<file path="src/rtl/io_sink_pkg.sv">
// Shared types and constants for the CPU IO output sink.
package io_sink_pkg;

   // Run lifecycle of the sink.
   typedef enum logic [1:0] {
      IDLE,
      RUN,
      DRAIN,
      DONE
   } sink_state_t;

   localparam int unsigned CHECKSUMWIDTH = 32;

endpackage

</file>
<file path="src/rtl/io_output_sink_if.sv">
// Downstream valid/ready word stream from the sink to its consumer.
interface io_output_sink_if #(
   parameter int unsigned DATAWIDTH = 25
);

   logic                 mValid;
   logic [DATAWIDTH-1:0] mData;
   logic                 mReady;

   modport master (
      output mValid,
      output mData,
      input  mReady
   );

   modport slave (
      input  mValid,
      input  mData,
      output mReady
   );

endinterface

</file>
<file path="src/rtl/sync_fifo.sv">
// First-word fall-through FIFO. A push while full is accepted when a pop
// happens in the same cycle. The head reads as zero while empty so the
// downstream data bus is deterministic after reset.
module sync_fifo #(
   parameter int unsigned WIDTH = 25,
   parameter int unsigned DEPTH = 16
) (
   input  logic                    clock,
   input  logic                    reset,
   input  logic                    push,
   input  logic [WIDTH-1:0]        pushData,
   input  logic                    pop,
   output logic [WIDTH-1:0]        head,
   output logic                    full,
   output logic                    empty,
   output logic [$clog2(DEPTH):0]  count
);

   localparam int unsigned PtrWidth = $clog2(DEPTH);
   localparam int unsigned CntWidth = PtrWidth + 1;

   logic [WIDTH-1:0]    mem [DEPTH];
   logic [PtrWidth-1:0] wrPtrQ;
   logic [PtrWidth-1:0] rdPtrQ;
   logic [CntWidth-1:0] countQ;
   logic                doPush;
   logic                doPop;

   assign doPop  = pop && !empty;
   assign doPush = push && (!full || doPop);

   // Pointers wrap naturally because DEPTH is a power of two.
   always_ff @(posedge clock) begin
      if (reset) begin
         wrPtrQ <= '0;
         rdPtrQ <= '0;
         countQ <= '0;
      end else begin
         if (doPush) begin
            wrPtrQ <= wrPtrQ + PtrWidth'(1);
         end
         if (doPop) begin
            rdPtrQ <= rdPtrQ + PtrWidth'(1);
         end
         if (doPush && !doPop) begin
            countQ <= countQ + CntWidth'(1);
         end else if (doPop && !doPush) begin
            countQ <= countQ - CntWidth'(1);
         end
      end
   end

   // Storage needs no reset; occupancy decides what is visible.
   always_ff @(posedge clock) begin
      if (doPush) begin
         mem[wrPtrQ] <= pushData;
      end
   end

   assign full  = (countQ == CntWidth'(DEPTH));
   assign empty = (countQ == '0);
   assign head  = empty ? '0 : mem[rdPtrQ];
   assign count = countQ;

endmodule

</file>
<file path="src/rtl/io_output_sink.sv">
// Receiving end of the CPU IO path: raises the CPU start level, captures each
// write-back IO word into a FIFO and drains it to a downstream consumer.
// Optional feature macro: IO_SINK_CHECKSUM_EN (running 32-bit sum of accepted
// words); when undefined the checksum output is tied to zero.
module io_output_sink
   import io_sink_pkg::*;
#(
   parameter int unsigned DATAWIDTH = 25,
   parameter int unsigned DEPTH     = 16,
   parameter int unsigned CNTWIDTH  = 16
) (
   input  logic                     clock,
   input  logic                     reset,
   input  logic                     startReq,
   input  logic [CNTWIDTH-1:0]      wordTarget,
   input  logic                     outFlagIO,
   input  logic [DATAWIDTH-1:0]     outData,
   output logic                     startIO,
   io_output_sink_if.master         sinkBus,
   output logic [CNTWIDTH-1:0]      captured,
   output logic                     overflow,
   output logic                     done,
   output logic [CHECKSUMWIDTH-1:0] checksum
);

   localparam int unsigned OccWidth = $clog2(DEPTH) + 1;
   localparam int unsigned SumWidth = CNTWIDTH + 1;

   sink_state_t          stateQ;
   sink_state_t          stateD;
   logic                 startIOQ;
   logic                 doneQ;
   logic [CNTWIDTH-1:0]  capturedQ;
   logic                 overflowQ;

   logic                 fifoPush;
   logic                 fifoPop;
   logic                 fifoFull;
   logic                 fifoEmpty;
   logic [DATAWIDTH-1:0] fifoHead;
   logic [OccWidth-1:0]  fifoCount;

   logic                 inRun;
   logic                 startRun;
   logic                 dropped;
   logic [SumWidth-1:0]  capturedSum;
   logic                 targetHit;
   logic                 drainEmpty;

   // Draining runs in every state; only reset empties the FIFO otherwise.
   assign fifoPop  = !fifoEmpty && sinkBus.mReady;
   assign inRun    = (stateQ == RUN);
   assign fifoPush = inRun && outFlagIO && (!fifoFull || fifoPop);
   assign dropped  = inRun && outFlagIO && !fifoPush;
   assign startRun = (stateQ == IDLE) && startReq;

   // One extra bit so the compare against the target never wraps.
   assign capturedSum = SumWidth'(capturedQ) + SumWidth'(fifoPush);
   assign targetHit   = (wordTarget != '0) && (capturedSum == SumWidth'(wordTarget));

   // Empty now, or the last word leaves on this edge.
   assign drainEmpty = fifoEmpty || (fifoPop && (fifoCount == OccWidth'(1)));

   sync_fifo #(
      .WIDTH (DATAWIDTH),
      .DEPTH (DEPTH)
   ) u_fifo (
      .clock    (clock),
      .reset    (reset),
      .push     (fifoPush),
      .pushData (outData),
      .pop      (fifoPop),
      .head     (fifoHead),
      .full     (fifoFull),
      .empty    (fifoEmpty),
      .count    (fifoCount)
   );

   // Next-state decode for the run lifecycle.
   always_comb begin
      stateD = stateQ;
      unique case (stateQ)
         IDLE: begin
            if (startReq) begin
               stateD = RUN;
            end
         end
         RUN: begin
            if (targetHit || !startReq) begin
               stateD = DRAIN;
            end
         end
         DRAIN: begin
            if (drainEmpty) begin
               stateD = DONE;
            end
         end
         DONE: begin
            if (!startReq) begin
               stateD = IDLE;
            end
         end
         default: stateD = IDLE;
      endcase
   end

   // State register plus registered startIO/done levels derived from the next state.
   always_ff @(posedge clock) begin
      if (reset) begin
         stateQ   <= IDLE;
         startIOQ <= 1'b0;
         doneQ    <= 1'b0;
      end else begin
         stateQ   <= stateD;
         startIOQ <= (stateD == RUN);
         doneQ    <= (stateD == DONE);
      end
   end

   // Accepted-word counter, cleared at the start of each run, saturating.
   always_ff @(posedge clock) begin
      if (reset || startRun) begin
         capturedQ <= '0;
      end else if (fifoPush && (capturedQ != {CNTWIDTH{1'b1}})) begin
         capturedQ <= capturedQ + CNTWIDTH'(1);
      end
   end

   // Sticky flag for strobes lost to a full FIFO during the current run.
   always_ff @(posedge clock) begin
      if (reset || startRun) begin
         overflowQ <= 1'b0;
      end else if (dropped) begin
         overflowQ <= 1'b1;
      end
   end

`ifdef IO_SINK_CHECKSUM_EN
   logic [CHECKSUMWIDTH-1:0] checksumQ;

   // Running modular sum of accepted words.
   always_ff @(posedge clock) begin
      if (reset || startRun) begin
         checksumQ <= '0;
      end else if (fifoPush) begin
         checksumQ <= checksumQ + CHECKSUMWIDTH'(outData);
      end
   end

   assign checksum = checksumQ;
`else
   assign checksum = '0;
`endif

   assign startIO        = startIOQ;
   assign done           = doneQ;
   assign captured       = capturedQ;
   assign overflow       = overflowQ;
   assign sinkBus.mValid = !fifoEmpty;
   assign sinkBus.mData  = fifoHead;

endmodule
</file>
<file path="src/flat_wrapper.sv">
// flat-port wrapper written by rule: the top's interface ports become plain ports
module io_output_sink_flat import io_sink_pkg::*;
#(
   parameter int unsigned DATAWIDTH = 25,
   parameter int unsigned DEPTH     = 16,
   parameter int unsigned CNTWIDTH  = 16
)
  (clock, reset, startReq, wordTarget, outFlagIO, outData, startIO, captured, overflow, done, checksum, sinkBus_mValid, sinkBus_mData, sinkBus_mReady);
  io_output_sink_if #(.DATAWIDTH(DATAWIDTH)) sinkBus_i ();
  input  logic clock;
  input  logic reset;
  input  logic startReq;
  input  logic [CNTWIDTH-1:0] wordTarget;
  input  logic outFlagIO;
  input  logic [DATAWIDTH-1:0] outData;
  output logic startIO;
  output logic [CNTWIDTH-1:0] captured;
  output logic overflow;
  output logic done;
  output logic [CHECKSUMWIDTH-1:0] checksum;
  output wire logic [$bits(sinkBus_i.mValid)-1:0] sinkBus_mValid;
  output wire logic [$bits(sinkBus_i.mData)-1:0] sinkBus_mData;
  input wire logic [$bits(sinkBus_i.mReady)-1:0] sinkBus_mReady;
  assign sinkBus_mValid = sinkBus_i.mValid;
  assign sinkBus_mData = sinkBus_i.mData;
  assign sinkBus_i.mReady = sinkBus_mReady;
  io_output_sink #(.DATAWIDTH(DATAWIDTH), .DEPTH(DEPTH), .CNTWIDTH(CNTWIDTH)) u_core (.clock(clock), .reset(reset), .startReq(startReq), .wordTarget(wordTarget), .outFlagIO(outFlagIO), .outData(outData), .startIO(startIO), .sinkBus(sinkBus_i), .captured(captured), .overflow(overflow), .done(done), .checksum(checksum));
endmodule
</file>
<file path="config.mk">
export PLATFORM = sky130hd
export DESIGN_NAME = io_output_sink_flat
export DESIGN_NICKNAME = d
export VERILOG_FILES = /design/src/rtl/io_sink_pkg.sv /design/src/rtl/io_output_sink_if.sv /design/src/rtl/sync_fifo.sv /design/src/rtl/io_output_sink.sv /design/src/flat_wrapper.sv
export SDC_FILE = /design/constraint.sdc
export NUM_CORES = 1
export LEC_CHECK = 0
export BUFFER_PORTS_ARGS = -buffer_cell sky130_fd_sc_hd__buf_2
export CAP_MARGIN = 20
export CORE_ASPECT_RATIO = 0.8
export CORE_UTILIZATION = 45
export DETAILED_ROUTE_END_ITERATION = 6
export HOLD_SLACK_MARGIN = 0.02
export SLEW_MARGIN = 5
export SYNTH_ARGS = -nofsm -noshare
export SYNTH_HDL_FRONTEND = slang
export SYNTH_SLANG_ARGS = --single-unit
</file>
<file path="constraint.sdc">
create_clock -name clock -period 3.5 [get_ports clock]
set_input_delay 0.35 -clock clock [delete_from_list [all_inputs] [get_ports clock]]
set_output_delay 0.35 -clock clock [all_outputs]
set_load 0.05 [all_outputs]
</file>
# [After elaboration in Yosys (flattened, before gate mapping)]
# Memory sizes are Yosys's and may differ from the RTL's. A register that Yosys moved wholly into a read port is not among the register bits.
# Index checks and enable logic that the tools add are counted.
[totals] mem_bits_rw=400 wordCells=63 reg_bits=34 mem_count=1 input_bits=46
[memory_table] memory="u_core.u_fifo.mem" depth=16 width=25 rd=1 rd_ports_with_merged_regs=1 write_ports=1 line="sync_fifo.sv:22" rtl="logic [WIDTH-1:0] mem [DEPTH];"
[classes] n_addsub=6 eq_ne=9 muxes=12 reduce_logical=27
[op_table] cell="25-bit 2-to-1 mux" n=1
[op_table] cell="16-bit by 1-bit adder with 17-bit output" n=1
[op_table] cell="17-bit by 16-bit equality test with 1-bit output" n=1
[op_table] cell="16-bit by 1-bit adder with 16-bit output (second input constant)" n=1
[op_table] cell="16-bit inequality test (second input constant)" n=1
[op_table] cell="16-bit nonzero test" n=1
[op_table] cell="1-bit logical AND" n=12
[op_table] cell="5-bit 2-to-1 mux" n=2
[op_table] cell="4-bit by 1-bit adder with 4-bit output (second input constant)" n=2
[op_table] cell="2-bit 2-to-1 mux" n=4
[op_table] cell="4-bit 2-to-1 mux" n=2
[op_table] cell="2-bit one-hot mux with 4 select lines" n=1
[op_table] cell="2-bit equality test (second input constant)" n=3
[op_table] cell="1-bit zero test" n=6
[op_table] cell="5-bit by 1-bit adder with 5-bit output (second input constant)" n=1
[op_table] cell="5-bit by 1-bit equality test with 1-bit output (second input constant)" n=1
[op_table] cell="5-bit equality test (second input constant)" n=1
[op_table] cell="5-bit zero test" n=1
[op_table] cell="1-bit logical OR" n=5
[op_table] cell="5-bit by 1-bit subtractor with 5-bit output (second input constant)" n=1
[op_table] cell="2-bit by 1-bit equality test with 1-bit output (second input constant)" n=2
[op_table] cell="2-bit zero test" n=1
[op_table] cell="1-bit 2-to-1 mux" n=2
[op_table] cell="2-bit nonzero test" n=1

# [Longest topological paths before layout]
# Gate-level depths: netlist (run 1).
[depth] depth_word=12 depth_mapped=12 mapped_depth_nobuf=12

# [Hierarchy]
# A second synthesis (run 1) with hierarchy kept.
[unflattened] cells_unflattened=958 area_unflattened_um2=17908.4
[modules_own_cells] mod="sync_fifo" area_per_inst_um2=16118.0 seq_area_each_um2=12351.8 instances=1 cells_per_inst=730
[modules_own_cells] mod="io_output_sink" area_per_inst_um2=1790.5 seq_area_each_um2=420.4 instances=1 cells_per_inst=228

# [Worst setup path before layout (run 1)]
# No wires, ideal clock.
[synth_timing] path_type="reg2reg" start="register u_core.u_fifo.countQ[0] (netlist: u_core.u_fifo.count[0])" end="memory u_core.u_fifo.mem[0][0], enable pin" path_slack_ns=-0.076 path_stages_with_launch=8 setup_time_ns=0.438 arrival_ns=3.138 path_cell_list="dfxtp_1 inv_1 ha_1 nand2_1 o31a_1 buf_1 nand2_1 nor3_1"
[synth_between] elab_chain_len=8
[synth_rtl] element="from (decl)" line="sync_fifo.sv:25" rtl="logic [CntWidth-1:0] countQ;"
[synth_rtl] element="from (signal assigned)" line="sync_fifo.sv:46" rtl="countQ <= countQ + CntWidth'(1);"
[synth_rtl] element="from (signal assigned)" line="sync_fifo.sv:48" rtl="countQ <= countQ - CntWidth'(1);"
[synth_rtl] element="5-bit zero test" line="sync_fifo.sv:61" rtl="assign empty = (countQ == '0);"
[synth_rtl] element="1-bit zero test" line="sync_fifo.sv:29, io_output_sink.sv:51"
[synth_rtl] element="1-bit logical AND" line="io_output_sink.sv:51" rtl="assign fifoPop = !fifoEmpty && sinkBus.mReady;"
[synth_rtl] element="1-bit logical OR / 1-bit logical AND (equally long branches)" line="io_output_sink.sv:53, sync_fifo.sv:29"
[synth_rtl] element="1-bit logical AND / 1-bit logical OR (equally long branches)" line="io_output_sink.sv:53, sync_fifo.sv:30"
[synth_rtl] element="1-bit logical AND *" line="sync_fifo.sv:30" rtl="assign doPush = push && (!full || doPop);"
[synth_rtl] element="via u_core.u_fifo.doPush" line="sync_fifo.sv:26" rtl="logic doPush;"
[synth_rtl] element="1-bit 2-to-1 mux *" line="sync_fifo.sv:55" rtl="if (doPush) begin"
[synth_rtl] element="1-bit 2-to-1 mux (implied by the code) *" line="sync_fifo.sv:56" rtl="mem[wrPtrQ] <= pushData;"
[synth_rtl] element="to (decl)" line="sync_fifo.sv:22"
# The timed path passes the listed nets; every way through them passes the cells marked *.

==> metrics.json, run 1 <==
{
  "vias": 8814,
  "status": "finished clean",
  "area_used_by_multi_input_combinational_logic_um2": 4780,
  "postSynth.topFlopCell": "edfxtp_1",
  "asyncSetResetFlopFracSynth_pct": 0,
  "power_switching_share_pct": 28.6,
  "area_growth_pct": 15.0,
  "synth_seq_cells": 438,
  "cts_num_sinks": 438,
  "clk_lat_worst_skew_ns": 0.55,
  "cap_violations": 0,
  "cts_max_level": 2,
  "syn-cell-area_um2": 17800,
  "floorplan.die.width_um": 225,
  "worstPathMaxFanout": 42,
  "ios": 123,
  "yosys.cell_count.top_type": "edfxtp_1",
  "grt_max_degree": 43,
  "grt.total_usage_pct": 19.1,
  "finish.cell_count_without_fillers": 1595,
  "comb_power_share_pct": 23.3,
  "cts_root_buf": "clkbuf_16",
  "post-synth-top-area-fraction_pct": 67.4,
  "rsz0062_at_grt": "no",
  "ir_drop_mv": 0.500,
  "internal_power_uw": 9620,
  "clk_transition_reported_paths_ns": 0.06,
  "hold_buffers": 0,
  "net-switching-power_uw": 3850,
  "static-leakage-power_uw": 0.00650,
  "drt-wirelength-per-cell_um": 23.7,
  "post_synth_edffs": 400,
  "cpPeakStageDelay_ns": 0.56,
  "worst_pin_slew_ns": 0.688,
  "cts_setup_buffers": 0,
  "seqPwrFrac_pct": 43.6,
  "die_area_um2": 40400,
  "dr_pass1_iterations": 5,
  "gr_overflow_total": 0,
  "yosys_top_cell_by_area": "edfxtp_1",
  "chipHeight_um": 180,
  "detailedPlacementHpwl_um": 21800,
  "global_placement_routability_congestion": 0.827,
  "setup_viol": 0,
  "crit_path_start_kind": "register",
  "slew_violations": 0,
  "starting_density_pct": 46.2,
  "crit_slowest_cell": "mux4_2",
  "synth.lib_cells_used.distinct": 57,
  "max-slew-margin-rel_pct": 54.1,
  "ys_seq_area_share_pct": 71.6,
  "post_route_cells_drive_above_1_share_pct": 32.1,
  "path_common_cell": "mux4_2",
  "synth_area_per_cell_um2": 19.5,
  "layout_min_cycle_time_ns": 3.14,
  "regArea_um2": 12800,
  "place.port_buffers": 90,
  "antenna_violations_before_repair": 2,
  "drc": 0,
  "design.core.area_um2": 38600,
  "fin_total_pwr_uw": 13500,
  "via_per_inst": 5.53,
  "crit_required_ns": 3.15,
  "dr.first_iter.drc_count": 749,
  "dp_cells": 1519,
  "cp_top_family": "multiplexers",
  "first_pass_grt_wire_length_um": 56500,
  "report.final.hold_viol_count": 0,
  "cts.path.max_buffers": 3,
  "top_cell_types_by_occurrence_after_synthesis": "edfxtp_1, mux4_2, nor2_1",
  "hold_ws_ns": 0.135,
  "synthTopCellsByArea": "edfxtp_1, mux4_2, dfxtp_1",
  "finalNetCount": 1096,
  "power.share.clock_pct": 33.1,
  "ys_warn_count": 0,
  "postRouteAntennaNets": 0,
  "finalWirelength_um": 37800,
  "cp.arrival_ns": 2.79,
  "fillerInstances": 3086,
  "synthCells": 914,
  "fmaxAchievable_mhz": 318,
  "totalNegativeSetupSlack_ns": 0,
  "crit_path_cell_trace": "buf_12, mux4_2, mux4_2, and2_1, buf_2",
  "holdCritPathClass": "in2reg",
  "cts_buffers": 44,
  "tritoncts": "built",
  "criticalPathCategory": "reg2out",
  "period_share_pct": 89.8,
  "cts.repair.resized": 0,
  "power_density_nw_per_um2": 657,
  "fin_worst_skew_ns": 0.0149,
  "setup.worst_path.end_class": "output pin",
  "critical_path_buf_inv_count": 2,
  "core.rowCount": 64,
  "number_of_global_route_vias_before_repair": 8848
}
## final timing paths
path	endpoint	cells past startpoint	from	slack [ns]
max	sinkBus_mData[2]	5	register	0.36
min	register	3	sinkBus_mReady	0.13
max reg2reg	u_core.stateQ[0]	12	u_core.u_fifo.count[0]	0.38
min reg2reg	u_core.overflow	2	u_core.overflow	0.47
## routing by layer
metal / GRT usage, % / share of wire [%] / vias to the layer above
li1: - / - / 3900
met1: 28.6 / 46 / 4592
met2: 29.3 / 47 / 262
met3: 2.97 / 5.2 / 58
met4: 5.41 / 2.0 / 2
met5: 0 / 0.034 / -
## worst reg2reg max path, cell delays in order, from the launching register on
cell and delay (ns):
dfxtp_1 0.44, inv_1 0.09, ha_1 0.23, nand2_1 0.11, o31a_1 0.15, ha_1 0.24, ha_1 0.30, nand2_1 0.17
or4_1 0.54, o21ai_0 0.22, a211oi_2 0.12, nor4b_2 0.30, o31ai_1 0.09
## power groups by stage
stage | Clock, uW | Sequential [uW] | Combinational, uW
6_report | 4460 | 5870 | 3140
5_1_grt | 4760 | 5880 | 3350
4_1_cts | 4560 | 5870 | 3200
3_5_place_dp | 0 | 5980 | 3190
3_3_place_gp | 0 | 5980 | 3180
2_1_floorplan | 0 | 5920 | 2490
## cell usage in the layout, fill, tap and decap left out, types with 3 or more instances in the layout
master	count
inv_6	4
o31ai_1	3
o31a_1	3
buf_2	90
ha_1	13
and2_1	28
clkbuf_16	45
mux4_2	125
or4_1	3
nand4_1	15
o21ai_0	9
xnor2_1	21
nor4_1	9
inv_1	7
clkbuf_1	5
edfxtp_1	400
nand3_1	9
or3_1	6
buf_4	21
nand2b_1	3
nor3_4	3
xor2_1	16
dfxtp_1	34
nor2_1	33
clkinv_2	5
clkinv_1	9
a21oi_1	15
nand2_1	19
conb_1	32
nor2_4	12
buf_12	15
nor3_1	9
## per-stage QoR
stage | utilization (%) | worst slack [ns] | cell area (um2)
6_report | 53.1 | 0.356 | 20500
5_1_grt | 53.1 | 0.135 | 20500
4_1_cts | 53.1 | 0.311 | 20500
3_5_place_dp | 49.6 | 0.408 | 19200
3_3_place_gp | 49.6 | 0.503 | 19200
2_1_floorplan | - | 0.246 | 18000
## layout make-up
type	instances	share of cell area (%)
timing repair buffer	126	4.43
tap	528	3.22
inverter	7	0.128
clock buffer	52	5.72
clock inverter	23	0.854
sequential	438	62.3
multi-input combinational	420	23.3
antenna	1	0.0122
## logic make-up after synthesis
logic type                 after synthesis  synth area share, %
AOI/OAI and AO/OA                       45                 1.70
and+or+nand+nor                        166                 5.07
adders and majority gates               13                0.912
xor gates and xnor gates                37                 1.82
other                                    1               0.0210
DFF                                    438                 71.6
buffers and inverters                   87                 2.93
muxes                                  127                 15.9
## registers in the layout, indices dropped and copies added (netlist names), named ones only
| register | flops |
|---|---|
| u_core.u_fifo.mem | 400 |
| u_core.captured | 16 |
| u_core.u_fifo.count | 5 |
| u_core.u_fifo.rdPtrQ | 4 |
| u_core.u_fifo.wrPtrQ | 4 |
| u_core.stateQ | 2 |
| u_core.done | 1 |
| u_core.overflow | 1 |
| u_core.startIO | 1 |
Power figures use the tool's default switching activity.
==> run 2: changes to the inputs <==
--- a/config.mk
+++ b/config.mk
@@ -11,6 +11,8 @@
 export CORE_UTILIZATION = 45
 export DETAILED_ROUTE_END_ITERATION = 6
 export HOLD_SLACK_MARGIN = 0.02
+export MAX_ROUTING_LAYER = met4
+export SETUP_SLACK_MARGIN = 0.3
 export SLEW_MARGIN = 5
 export SYNTH_ARGS = -nofsm -noshare
 export SYNTH_HDL_FRONTEND = slang
==> run 2 against run 1 <==
  * Wire length grew 1.9%
  * Final cell count grew 1.0%
  * Flip-flop and latch count is the same
  * Maximum frequency increased by 2.0%
  * Largest power group unchanged
  * Highest routed layer is now met4
==> metrics.json, run 2 (same netlist as run 1, synthesis figures left out) <==
{
  "grt_max_degree": {"value": 31, "change": "-28%"},
  "finalWirelength": {"value": 38500, "unit": "um", "change": "+1.9%"},
  "floorplan.die.width": {"value": 225, "unit": "um", "change": "unchanged"},
  "layout_min_cycle_time": {"value": 3.08, "unit": "ns", "change": "-0.0629 ns"},
  "crit_required": {"value": 3.15, "unit": "ns", "change": "about the same"},
  "design.core.area": {"value": 38600, "unit": "um2", "change": "unchanged"},
  "global_placement_routability_congestion": {"value": 0.831, "change": "+0.51%"},
  "grt.total_usage": {"value": 20.2, "unit": "%", "change": "+1.0 points"},
  "gr_overflow_total": {"value": 0, "change": "unchanged"},
  "route.met3.wl": {"value": 2270, "unit": "um", "change": "+16%"},
  "critical_path_buf_inv_count": {"value": 3, "change": "+1"},
  "cp_top_family": "multiplexers",
  "chipHeight": {"value": 180, "unit": "um", "change": "unchanged"},
  "holdCritPathClass": "in2reg",
  "drt_met1_wl": {"value": 17000, "unit": "um", "change": "-1.8%"},
  "clk_lat_worst_skew": {"value": 0.56, "unit": "ns", "change": "about the same"},
  "rsz0062_at_grt": "no",
  "static-leakage-power": {"value": 0.00660, "unit": "uW", "change": "+1.6%"},
  "area_growth_pct": 16.7,
  "utilization": {"value": 53.9, "unit": "%", "change": "+0.77 points"},
  "first_pass_grt_wire_length": {"value": 57900, "unit": "um", "change": "+2.4%"},
  "cts.path.max_buffers": {"value": 3, "change": "unchanged"},
  "antenna_violations_before_repair": {"value": 3, "change": "+1"},
  "drc": {"value": 0, "change": "unchanged"},
  "wl_met2": {"value": 18600, "unit": "um", "change": "+4.9%"},
  "fin_worst_skew": {"value": 0.0132, "unit": "ns", "change": "-0.00165 ns"},
  "cts_buffers": {"value": 44, "change": "unchanged"},
  "dr_pass1_iterations": {"value": 5, "change": "unchanged"},
  "setup_viol": {"value": 0, "change": "unchanged"},
  "worstPathMaxFanout": {"value": 13, "change": "-69%"},
  "max-slew-margin-rel": {"value": 49.0, "unit": "%", "change": "-5.1 points"},
  "criticalPathCategory": "reg2out",
  "ir_drop": {"value": 0.345, "unit": "mV", "change": "-31%"},
  "dr.first_iter.drc_count": {"value": 724, "change": "-3.3%"},
  "largest-register": "u_core.u_fifo.mem",
  "holdCritStartpoint": "sinkBus_mReady",
  "core.rowCount": {"value": 64, "change": "unchanged"},
  "cp.arrival": {"value": 2.73, "unit": "ns", "change": "-0.06 ns"},
  "cts_max_level": {"value": 2, "change": "unchanged"},
  "cpPeakStageDelay": {"value": 0.51, "unit": "ns", "change": "-0.05 ns"},
  "slew_violations": {"value": 0, "change": "unchanged"},
  "report.final.hold_viol_count": {"value": 0, "change": "unchanged"},
  "drt-wirelength-per-cell": {"value": 23.9, "unit": "um", "change": "+0.84%"},
  "status": "finished clean",
  "cts_root_buf": "clkbuf_16",
  "crit_slowest_cell": "mux4_2",
  "cap_violations": {"value": 0, "change": "unchanged"},
  "highest_routed_layer": "met4",
  "die_area": {"value": 40400, "unit": "um2", "change": "unchanged"},
  "number_of_global_route_vias_before_repair": {"value": 9077, "change": "+2.6%"},
  "rr_startpoint": "u_core.u_fifo.count[1]",
  "post_route_cells_drive_above_1_share": {"value": 33.2, "unit": "%", "change": "+1.1 points"},
  "flip_flop_count_of_the_largest_register_all_copies_and_words_added": {"value": 400, "change": "unchanged"},
  "via_per_inst": {"value": 5.52, "change": "about the same"},
  "final_common_cell": "edfxtp_1",
  "fmaxAchievable": {"value": 325, "unit": "MHz", "change": "+2.0%"},
  "worst_pin_slew": {"value": 0.763, "unit": "ns", "change": "+0.0748 ns"},
  "postRouteAntennaNets": {"value": 0, "change": "unchanged"},
  "cts_num_sinks": {"value": 438, "change": "unchanged"},
  "setup.worst_path.end_class": "output pin",
  "crit_path_start_kind": "register",
  "starting_density": {"value": 46.2, "unit": "%", "change": "unchanged"},
  "vias": {"value": 8897, "change": "+0.94%"},
  "place.port_buffers": {"value": 90, "change": "unchanged"},
  "detailedPlacementHpwl": {"value": 22000, "unit": "um", "change": "+1.0%"},
  "ios": {"value": 123, "change": "unchanged"},
  "clk_transition_reported_paths": {"value": 0.06, "unit": "ns", "change": "about the same"},
  "totalNegativeSetupSlack": {"value": 0, "unit": "ns", "change": "unchanged"},
  "power_density": {"value": 668, "unit": "nW/um2", "change": "+1.7%"},
  "layout_common_cells": "edfxtp_1, mux4_2, buf_2",
  "finalNetCount": {"value": 1104, "change": "+0.73%"},
  "period_share": {"value": 88.0, "unit": "%", "change": "-1.8 points"},
  "crit_path_cell_trace": "buf_12, buf_12, mux4_2, mux4_2, and2_1, buf_2",
  "tritoncts": "built"
}
-- run 2: cell count changes in the layout (fill, tap and decap cells not counted), moves of 2 or more --
cell,change
bufinv_16,+4
clkbuf_1,+2
clkinv_2,+3
ha_1,-2
buf_6,+2
inv_6,-2
diode_2,+3
buf_12,+4
clkbuf_8,-2
-- run 2: power by group --
| group | internal [uW] | switching (uW) |
|---|---|---|
| logic | 1440 | 1870 |
| clock network | 2800 | 1940 |
| registers | 5770 | 89.2 |
| total | 10000 | 3890 |
-- run 2: final cells by class --
cell class                      instances  area (um2)
Fill cell                            3092       17800
Sequential cell                       438       12800
Multi-Input combinational cell        420        4810
Clock buffer                           52        1150
Timing Repair Buffer                  134        1060
Tap cell                              528         661
Clock inverter                         28         295
Inverter                                7        26.3
Antenna cell                            4        10.0
-- run 2: final timing paths --
path / to / slack (ns) / cells past startpoint
setup / recovery: sinkBus_mData[8] / 0.42 / 6
hold / removal: register / 0.15 / 3
setup reg to reg: u_core.stateQ[0] / 0.52 / 12
hold reg to reg: u_core.overflow / 0.47 / 2
-- run 2: stage by stage --
stage               hold WS, ns  setup WS (ns)  cell area, um2  power (uW)  instances
floorplan                 0.449          0.590           18000        8410        945
global placement          0.458          0.437           19200        9230       1522
detailed placement        0.459          0.305           19200        9250       1522
CTS                       0.124          0.311           20700       14000       1605
global route              0.150          0.322           20800       14400       1610
finish                    0.149          0.419           20800       13900       1611
-- run 2: worst min-delay path: stages --
cell and delay (ns):
buf_2 0.14, nand3_1 0.08, a21oi_1 0.08
-- run 2: what timing repair did --
| action | in CTS | in global routing |
|---|---|---|
| setup buffers | 3 | 1 |
| gates resized for setup | 1 | 8 |
| gates cloned | 0 | 1 |
| pin swaps | 0 | 1 |
| setup endpoints to repair | 19 | 13 |
| endpoints found under the hold margin | 0 | 0 |
| hold buffers | 0 | 0 |
-- run 2: layer usage --
layer,track usage [%],up-vias
li1,-,3928
met1,28.2,4661
met2,30.8,257
met5,-,-
met4,4.14,0
met3,4.19,51
